`src/rtl/muldiv_pkg.sv`:
```
// -----------------------------------------------------------------------------
// muldiv_pkg
// Shared definitions for the divide sequencer slice.
//   op_t     : request opcodes carried on req_op.
//   state_t  : sequencer FSM states, also exported on the debug state port.
//   INT_MIN  : 32-bit most-negative value. Dividing it by -1 overflows, so the
//              sequencer answers that pair itself.
// -----------------------------------------------------------------------------
package muldiv_pkg;

  typedef enum logic [1:0] {
    OP_DIV  = 2'b00,
    OP_MTHI = 2'b01,
    OP_MTLO = 2'b10,
    OP_RSVD = 2'b11
  } op_t;

  typedef enum logic [2:0] {
    IDLE   = 3'd0,
    LAUNCH = 3'd1,
    WAIT   = 3'd2,
    COMMIT = 3'd3,
    EXC    = 3'd4,
    ABORT  = 3'd5
  } state_t;

  localparam logic [31:0] INT_MIN = 32'h8000_0000;

endpackage

```
`src/rtl/div_sequencer_if.sv`:
```
// -----------------------------------------------------------------------------
// div_sequencer_if
// Request channel from the control unit into the divide sequencer.
//   req_valid : request present
//   req_op    : op_t opcode
//   req_a     : dividend, or data for MTHI/MTLO
//   req_b     : divisor
//   req_ready : sequencer can accept (only when idle)
// Handshake: a request transfers on a rising clk edge where req_valid and
// req_ready are both high. While req_valid is high and the request has not
// transferred, the requester keeps req_op/req_a/req_b unchanged; the
// sequencer never queues, it simply holds req_ready low while busy.
// -----------------------------------------------------------------------------
interface div_sequencer_if
  import muldiv_pkg::*;
#(
  parameter int WIDTH = 32
) ();

  logic             req_valid;
  op_t              req_op;
  logic [WIDTH-1:0] req_a;
  logic [WIDTH-1:0] req_b;
  logic             req_ready;

  modport master (
    output req_valid, req_op, req_a, req_b,
    input  req_ready
  );

  modport slave (
    input  req_valid, req_op, req_a, req_b,
    output req_ready
  );

endinterface

```
`src/rtl/div_watchdog.sv`:
```
// -----------------------------------------------------------------------------
// div_watchdog
// Counts cycles spent waiting on the divider and flags when the limit is hit.
//   clk, reset : clock, synchronous active-low reset
//   clear      : zero the counter (sequencer in LAUNCH)
//   run        : count this cycle (sequencer in WAIT)
//   expired    : high during the LIMIT-th consecutive run cycle
// -----------------------------------------------------------------------------
module div_watchdog #(
  parameter int LIMIT = 1024
) (
  input  logic clk,
  input  logic reset,
  input  logic clear,
  input  logic run,
  output logic expired
);

  localparam int CW = $clog2(LIMIT + 1);

  logic [CW-1:0] cnt;

  // cnt holds the number of run cycles already completed, so the LIMIT-th
  // run cycle sees LIMIT-1 and is the one that raises expired.
  assign expired = run && (cnt == CW'(LIMIT - 1));

  always_ff @(posedge clk) begin
    if (!reset) begin
      cnt <= '0;
    end else if (clear) begin
      cnt <= '0;
    end else if (run && !expired) begin
      cnt <= cnt + 1'b1;
    end
  end

endmodule

```
`src/rtl/div_sequencer.sv`:
```
// -----------------------------------------------------------------------------
// div_sequencer
// Drives the iterative signed divider for the multicycle control unit and
// owns the architected HI/LO registers.
//   clk, reset          : clock, synchronous active-low reset
//   req (slave)         : DIV/MTHI/MTLO request channel, see div_sequencer_if
//   div_ctrl            : one-cycle start pulse to the divider
//   div_in_a, div_in_b  : latched operands, stable from LAUNCH through WAIT
//   div_hi, div_lo      : divider remainder / quotient
//   div_end             : divider done (divider clears it on div_ctrl)
//   hi, lo              : architected HI/LO
//   busy                : high whenever not idle, stalls MFHI/MFLO
//   done                : one-cycle pulse when a request retires
//   div_zero            : one-cycle pulse, DIV with zero divisor
//   div_tmo             : one-cycle pulse, divider wait abandoned
//   dbg_state           : current FSM state
// Build option: define DIV_SEQ_TIMEOUT_EN to bound the divider wait to
// TIMEOUT_CYCLES cycles; without it the wait lasts until div_end and
// div_tmo is tied low.
// -----------------------------------------------------------------------------
module div_sequencer
  import muldiv_pkg::*;
#(
  parameter int WIDTH          = 32,
  parameter int TIMEOUT_CYCLES = 1024
) (
  input  logic             clk,
  input  logic             reset,
  div_sequencer_if.slave   req,
  output logic             div_ctrl,
  output logic [WIDTH-1:0] div_in_a,
  output logic [WIDTH-1:0] div_in_b,
  input  logic [WIDTH-1:0] div_hi,
  input  logic [WIDTH-1:0] div_lo,
  input  logic             div_end,
  output logic [WIDTH-1:0] hi,
  output logic [WIDTH-1:0] lo,
  output logic             busy,
  output logic             done,
  output logic             div_zero,
  output logic             div_tmo,
  output state_t           dbg_state
);

  localparam logic [WIDTH-1:0] MIN_W = {1'b1, {(WIDTH-1){1'b0}}};

  state_t           state_q, state_d;
  logic             hi_we, lo_we, opnd_we;
  logic [WIDTH-1:0] hi_d, lo_d;
  logic             tmo_expired;

  // ---------------------------------------------------------------------------
  // State and architected registers
  // ---------------------------------------------------------------------------
  always_ff @(posedge clk) begin
    if (!reset) begin
      state_q  <= IDLE;
      hi       <= '0;
      lo       <= '0;
      div_in_a <= '0;
      div_in_b <= '0;
    end else begin
      state_q <= state_d;
      if (hi_we)   hi       <= hi_d;
      if (lo_we)   lo       <= lo_d;
      if (opnd_we) begin
        div_in_a <= req.req_a;
        div_in_b <= req.req_b;
      end
    end
  end

  // ---------------------------------------------------------------------------
  // Next state and register write enables. HI/LO are written on the edge that
  // enters COMMIT, so the new values and the done pulse appear together.
  // ---------------------------------------------------------------------------
  always_comb begin
    state_d = state_q;
    hi_we   = 1'b0;
    lo_we   = 1'b0;
    hi_d    = div_hi;
    lo_d    = div_lo;
    opnd_we = 1'b0;

    case (state_q)
      IDLE: begin
        if (req.req_valid) begin
          case (req.req_op)
            OP_DIV: begin
              if (req.req_b == '0) begin
                state_d = EXC;
              end else if (req.req_a == MIN_W && req.req_b == '1) begin
                // Quotient overflows the divider; the architected answer is
                // INT_MIN with a zero remainder.
                state_d = COMMIT;
                hi_we   = 1'b1;
                lo_we   = 1'b1;
                hi_d    = '0;
                lo_d    = MIN_W;
              end else begin
                state_d = LAUNCH;
                opnd_we = 1'b1;
              end
            end
            OP_MTHI: begin
              state_d = COMMIT;
              hi_we   = 1'b1;
              hi_d    = req.req_a;
            end
            OP_MTLO: begin
              state_d = COMMIT;
              lo_we   = 1'b1;
              lo_d    = req.req_a;
            end
            default: state_d = COMMIT;
          endcase
        end
      end
      // div_end may still be high from the previous divide during LAUNCH;
      // it is only trusted once the divider has seen div_ctrl.
      LAUNCH: state_d = WAIT;
      WAIT: begin
        if (div_end) begin
          state_d = COMMIT;
          hi_we   = 1'b1;
          lo_we   = 1'b1;
        end else if (tmo_expired) begin
          state_d = ABORT;
        end
      end
      COMMIT, EXC, ABORT: state_d = IDLE;
      default:            state_d = IDLE;
    endcase
  end

  // ---------------------------------------------------------------------------
  // Moore outputs
  // ---------------------------------------------------------------------------
  assign req.req_ready = (state_q == IDLE);
  assign busy          = (state_q != IDLE);
  assign div_ctrl      = (state_q == LAUNCH);
  assign done          = (state_q == COMMIT) || (state_q == EXC) || (state_q == ABORT);
  assign div_zero      = (state_q == EXC);
  assign dbg_state     = state_q;

`ifdef DIV_SEQ_TIMEOUT_EN
  logic wd_clear, wd_run;
  assign wd_clear = (state_q == LAUNCH);
  assign wd_run   = (state_q == WAIT);

  div_watchdog #(
    .LIMIT(TIMEOUT_CYCLES)
  ) u_watchdog (
    .clk    (clk),
    .reset  (reset),
    .clear  (wd_clear),
    .run    (wd_run),
    .expired(tmo_expired)
  );

  assign div_tmo = (state_q == ABORT);
`else
  assign tmo_expired = 1'b0;
  assign div_tmo     = 1'b0;
`endif

endmodule

```
`src/flat_wrapper.sv`:
```
// flat-port wrapper written by rule: the top's interface ports become plain ports
module div_sequencer_flat import muldiv_pkg::*;
#(
  parameter int WIDTH          = 32,
  parameter int TIMEOUT_CYCLES = 1024
)
  (clk, reset, div_ctrl, div_in_a, div_in_b, div_hi, div_lo, div_end, hi, lo, busy, done, div_zero, div_tmo, dbg_state, req_req_valid, req_req_op, req_req_a, req_req_b, req_req_ready);
  div_sequencer_if #(.WIDTH(WIDTH)) req_i ();
  input  logic clk;
  input  logic reset;
  output logic div_ctrl;
  output logic [WIDTH-1:0] div_in_a;
  output logic [WIDTH-1:0] div_in_b;
  input  logic [WIDTH-1:0] div_hi;
  input  logic [WIDTH-1:0] div_lo;
  input  logic div_end;
  output logic [WIDTH-1:0] hi;
  output logic [WIDTH-1:0] lo;
  output logic busy;
  output logic done;
  output logic div_zero;
  output logic div_tmo;
  output state_t dbg_state;
  input wire logic [$bits(req_i.req_valid)-1:0] req_req_valid;
  input wire logic [$bits(req_i.req_op)-1:0] req_req_op;
  input wire logic [$bits(req_i.req_a)-1:0] req_req_a;
  input wire logic [$bits(req_i.req_b)-1:0] req_req_b;
  output wire logic [$bits(req_i.req_ready)-1:0] req_req_ready;
  assign req_i.req_valid = req_req_valid;
  assign req_i.req_op = req_req_op;
  assign req_i.req_a = req_req_a;
  assign req_i.req_b = req_req_b;
  assign req_req_ready = req_i.req_ready;
  div_sequencer #(.WIDTH(WIDTH), .TIMEOUT_CYCLES(TIMEOUT_CYCLES)) u_core (.clk(clk), .reset(reset), .req(req_i), .div_ctrl(div_ctrl), .div_in_a(div_in_a), .div_in_b(div_in_b), .div_hi(div_hi), .div_lo(div_lo), .div_end(div_end), .hi(hi), .lo(lo), .busy(busy), .done(done), .div_zero(div_zero), .div_tmo(div_tmo), .dbg_state(dbg_state));
endmodule
```
`config.mk`:
```
export PLATFORM = sky130hd
export DESIGN_NAME = div_sequencer_flat
export DESIGN_NICKNAME = d
export VERILOG_FILES = /design/src/rtl/muldiv_pkg.sv /design/src/rtl/div_sequencer_if.sv /design/src/rtl/div_watchdog.sv /design/src/rtl/div_sequencer.sv /design/src/flat_wrapper.sv
export SDC_FILE = /design/constraint.sdc
export NUM_CORES = 1
export LEC_CHECK = 0
export BUFFER_PORTS_ARGS = -buffer_cell sky130_fd_sc_hd__buf_2
export CAP_MARGIN = 20
export CORE_UTILIZATION = 52
export CTS_CLUSTER_DIAMETER = 200
export DETAILED_ROUTE_END_ITERATION = 10
export MAX_ROUTING_LAYER = met4
export PLACE_DENSITY_LB_ADDON = 0.3
export SYNTH_ARGS = -nofsm -noshare
export SYNTH_HDL_FRONTEND = slang
export SYNTH_SLANG_ARGS = --single-unit
```
`constraint.sdc`:
```
create_clock -name clk -period 4.1 [get_ports clk]
set_clock_uncertainty 0.05 [all_clocks]
set_input_delay 0.41 -clock clk [delete_from_list [all_inputs] [get_ports clk]]
set_output_delay 0.41 -clock clk [all_outputs]
set_load 0.01 [all_outputs]
```
==> summary.md <==
| Metric | Value |
|---|---|
| Outcome | `finished, final reports clean` |
| Hold_buf cts | `0` |
| Flops & latches, synth | `131` |
| Clk_lat worst skew | `410 ps` |
| Switch Pwr | `1040 uW` |
| Int Pwr | `2700 uW` |
| First-pass GRT wire length | `32800 um` |
| Sequential area share after synthesis | `0.399` |
| Combinational power share | `0.187` |
| Mapped Avg Cell Area | `8.80 um^2` |
| Peak VDD IR | `270 uV` |
| Ys async rst share | `0` |
| Layout cells sized above 1 | `0.351` |
| Leakage | `0.00405 uW` |
| Clk pwr share | `0.431` |
| Post-DP Area | `7950 um^2` |
| Initial antenna violation count | `0` |
| Nets | `1110` |
| Metal2 WL | `10200 um` |
| Final setup vio count | `0` |
| Ports | `271` |
| CP Class | `input pin to flop` |
| Arrival time at the worst endpoint | `3100 ps` |
| Syn nets | `881` |
| Crit path max fanout | `33` |
| Worst min-delay path startpoint | `req_req_b[18]` |
| Crit path top cell by count | `buf_4` |
| RR Endpoint | `u_core.hi[15]` |
| Root buffer selected by CTS | `clkbuf_16` |
| Synth cell types | `38` |
| Post-synth top area share | `0.399` |
| GR Util All Layers | `0.338` |
| Clock Path Buffers | `2` |
| Worst Setup End Kind | `flop` |
| GP Congestion | `0.887` |
| Design area | `8580 um^2` |
| Worst setup path start | `req_req_a[3]` |
| Top_reg_cell synth | `dfxtp_1` |
| Reg power frac | `0.382` |
| H-tree levels | `4` |
| Max stage delay on crit path | `580 ps` |
| CTS tree | `built` |
| EDFF count, synth | `0` |
| Area of the core | `12200 um^2` |
| Metal3 WL | `1460 um` |
| Max Slew Vio Count | `0` |
| # diodes | `0` |
| Setup Fix Bufs, Post-CTS | `0` |
| Layout area overhead | `30.5%` |
| Filler cell count | `1038` |
| Vias | `6685` |
| Cell Area, Synth | `6580 um^2` |
| Crit-path leading delay family | `simple AND/OR/NAND/NOR gates` |
| Post-CTS Resized | `0` |
| Yosys warns | `0` |
| Final hold vios | `0` |
| Hold Crit Depth | `3` |
| Slew headroom | `0.309` |
| Worst path slowest cell | `or4_4` |
| Vias in the first global route | `6211` |
| Final HPWL DP | `14500 um` |
| Total grt overflow | `0` |
| Fin crit period | `2790 ps` |
| Area contributors post-synth | `dfxtp_1 40%, mux2i_1 9.9%, nand2_1 9.4%` |
| RSZ-0062 raised after global routing | `false` |
| Worst r2r src | `u_core.dbg_state[2]` |
| Initial core utilization | `0.541` |
| Fmax | `358 MHz` |
| Synth area leader | `dfxtp_1` |
| Routed length on met1 | `8870 um` |
| Critical path launch point type | `input pin` |
| Final WL | `21100 um` |
| Placement Rows | `40` |
| DRT iter0 DRCs | `606` |
| Buffers on Ports | `269` |
| Post-layout util | `0.705` |
| Uppermost routed layer | `met4` |
| Die height | `114 um` |
| Fin crit share | `0.681` |
| Die Area | `13100 um^2` |
| Ratio of total power to cell area | `435 nW/um^2` |
| Critical-path cell list | `buf_2 -> or4b_1 -> or4_4 -> o41ai_4 -> buf_4 -> a21o_1 -> buf_4 -> o211a_1` |
| Total of max-cap violations | `0` |
| Die X | `114 um` |
| Post-route ant nets | `0` |
| Clock Sinks | `131` |
| Largest net degree at the start of global routing | `149` |
| Vias/cell | `5.78` |
| Worst Path Required | `4410 ps` |
| Buffers & Inverters on Critical Path | `3` |
| Sw Share | `0.278` |
| Worst Hold Endpoint | `u_core.div_in_b[18]` |
| Reg2reg path depth | `7` |
| Reg2reg setup slack | `1460 ps` |
| Wirelength per Cell | `18.2 um` |
| Setup TNS | `0 ps` |
| Hold Crit Class | `input pin to flop` |
| Actual slew at the worst max-slew pin | `1040 ps` |
| # DRC | `0` |
| CTS clock-pin slew for the worst setup and hold paths | `60 ps` |
| Router iterations before antenna repair | `5` |
| Hold slack | `212 ps` |
| Mapped Cells | `747` |
| Total CTS buffers | `17` |
## final cells by class
cell class | count | area, um^2 | share of cell area
Multi-Input combinational cell | 540 | 3640 | 0.425
Timing Repair Buffer | 282 | 1460 | 0.170
Inverter | 4 | 15.0 | 0.00175
Sequential cell | 131 | 2620 | 0.306
Tap cell | 168 | 210 | 0.0245
Clock buffer | 21 | 470 | 0.0548
Clock inverter | 10 | 155 | 0.0181
## cell usage in the layout (no fill, tap or decap), drive strengths merged
cell type,count
nand2,165
nor3b,2
nor2,68
clkinvlp,2
a31oi,31
nor4,11
nand4b,1
or4,1
nor4bb,2
a21oi,32
a2111oi,32
a32oi,1
and4,2
conb,1
nand2b,1
bufinv,4
or4b,1
o41ai,2
and4b,1
a221oi,1
inv,4
clkbuf,21
o21ai,33
o211a,31
nor3,37
nor4b,5
mux2i,65
a21o,1
buf,282
nand4,8
clkinv,4
nand3b,1
dfxtp,131
nand3,2
o22ai,2
## cells in the mapped netlist, drive strengths merged, types with 2 or more instances
master and n:
a2111oi 32, a21oi 32, a31oi 31, and4 2, buf 22, clkbuf 50, dfxtp 131, inv 4
mux2i 65, nand2 165, nand3 2, nand4 8, nor2 68, nor3 37, nor3b 2, nor4 11
nor4b 5, nor4bb 2, o211a 31, o21ai 33, o22ai 2, o41ai 2
## kinds of logic after synthesis
| group | count (synthesis) | share of synthesized area |
|---|---|---|
| simple gates | 308 | 0.204 |
| flops | 131 | 0.399 |
| buf+inv | 76 | 0.0523 |
| compound gates | 166 | 0.246 |
| mux | 65 | 0.0989 |
| other cells | 1 | 0.000570 |
## power groups by stage
stage | registers [uW] | logic, uW | clock network [uW]
2_1_floorplan | 1480 | 388 | 0
5_1_grt | 1440 | 757 | 1690
3_5_place_dp | 1450 | 694 | 0
3_3_place_gp | 1450 | 684 | 0
4_1_cts | 1420 | 697 | 1620
6_report | 1430 | 699 | 1610
## registers in the layout (all words and copies together) (netlist names)
| name | flops |
|---|---|
| u_core.div_in_a | 32 |
| u_core.div_in_b | 32 |
| u_core.hi | 32 |
| u_core.lo | 32 |
| u_core.dbg_state | 3 |
## tightest hold or removal path, cell delays in order
cell,delay [ps]
buf_2,110
nand2_1,50
mux2i_1,50
## metrics by stage
step           total power, uW  setup WS (ps)  cells
2_1_floorplan             1870           1480    747
3_3_place_gp              2130            959   1125
3_5_place_dp              2140            911   1125
4_1_cts                   3740           1330   1156
5_1_grt                   3880           1230   1156
6_report                  3740           1310   1156
## how the worst max path moves through the flow
| stage | end | slack [ps] | cells after the start |
|---|---|---|---|
| finish | u_core.lo[7] | 1310 | 8 |
| global route | u_core.lo[23] | 1230 | 8 |
| CTS | u_core.lo[7] | 1330 | 8 |
| detailed placement | u_core.lo[10] | 910 | 8 |
| global placement | u_core.lo[31] | 960 | 8 |
| floorplan | u_core.hi[10] | 1480 | 7 |
## per-layer routing
metal	vias up	global-route usage
met5	-	-
met4	0	0.129
met3	43	0.0725
met2	327	0.543
met1	3188	0.417
li1	3127	-
No activity file was read; power rests on OpenSTA's default activity.
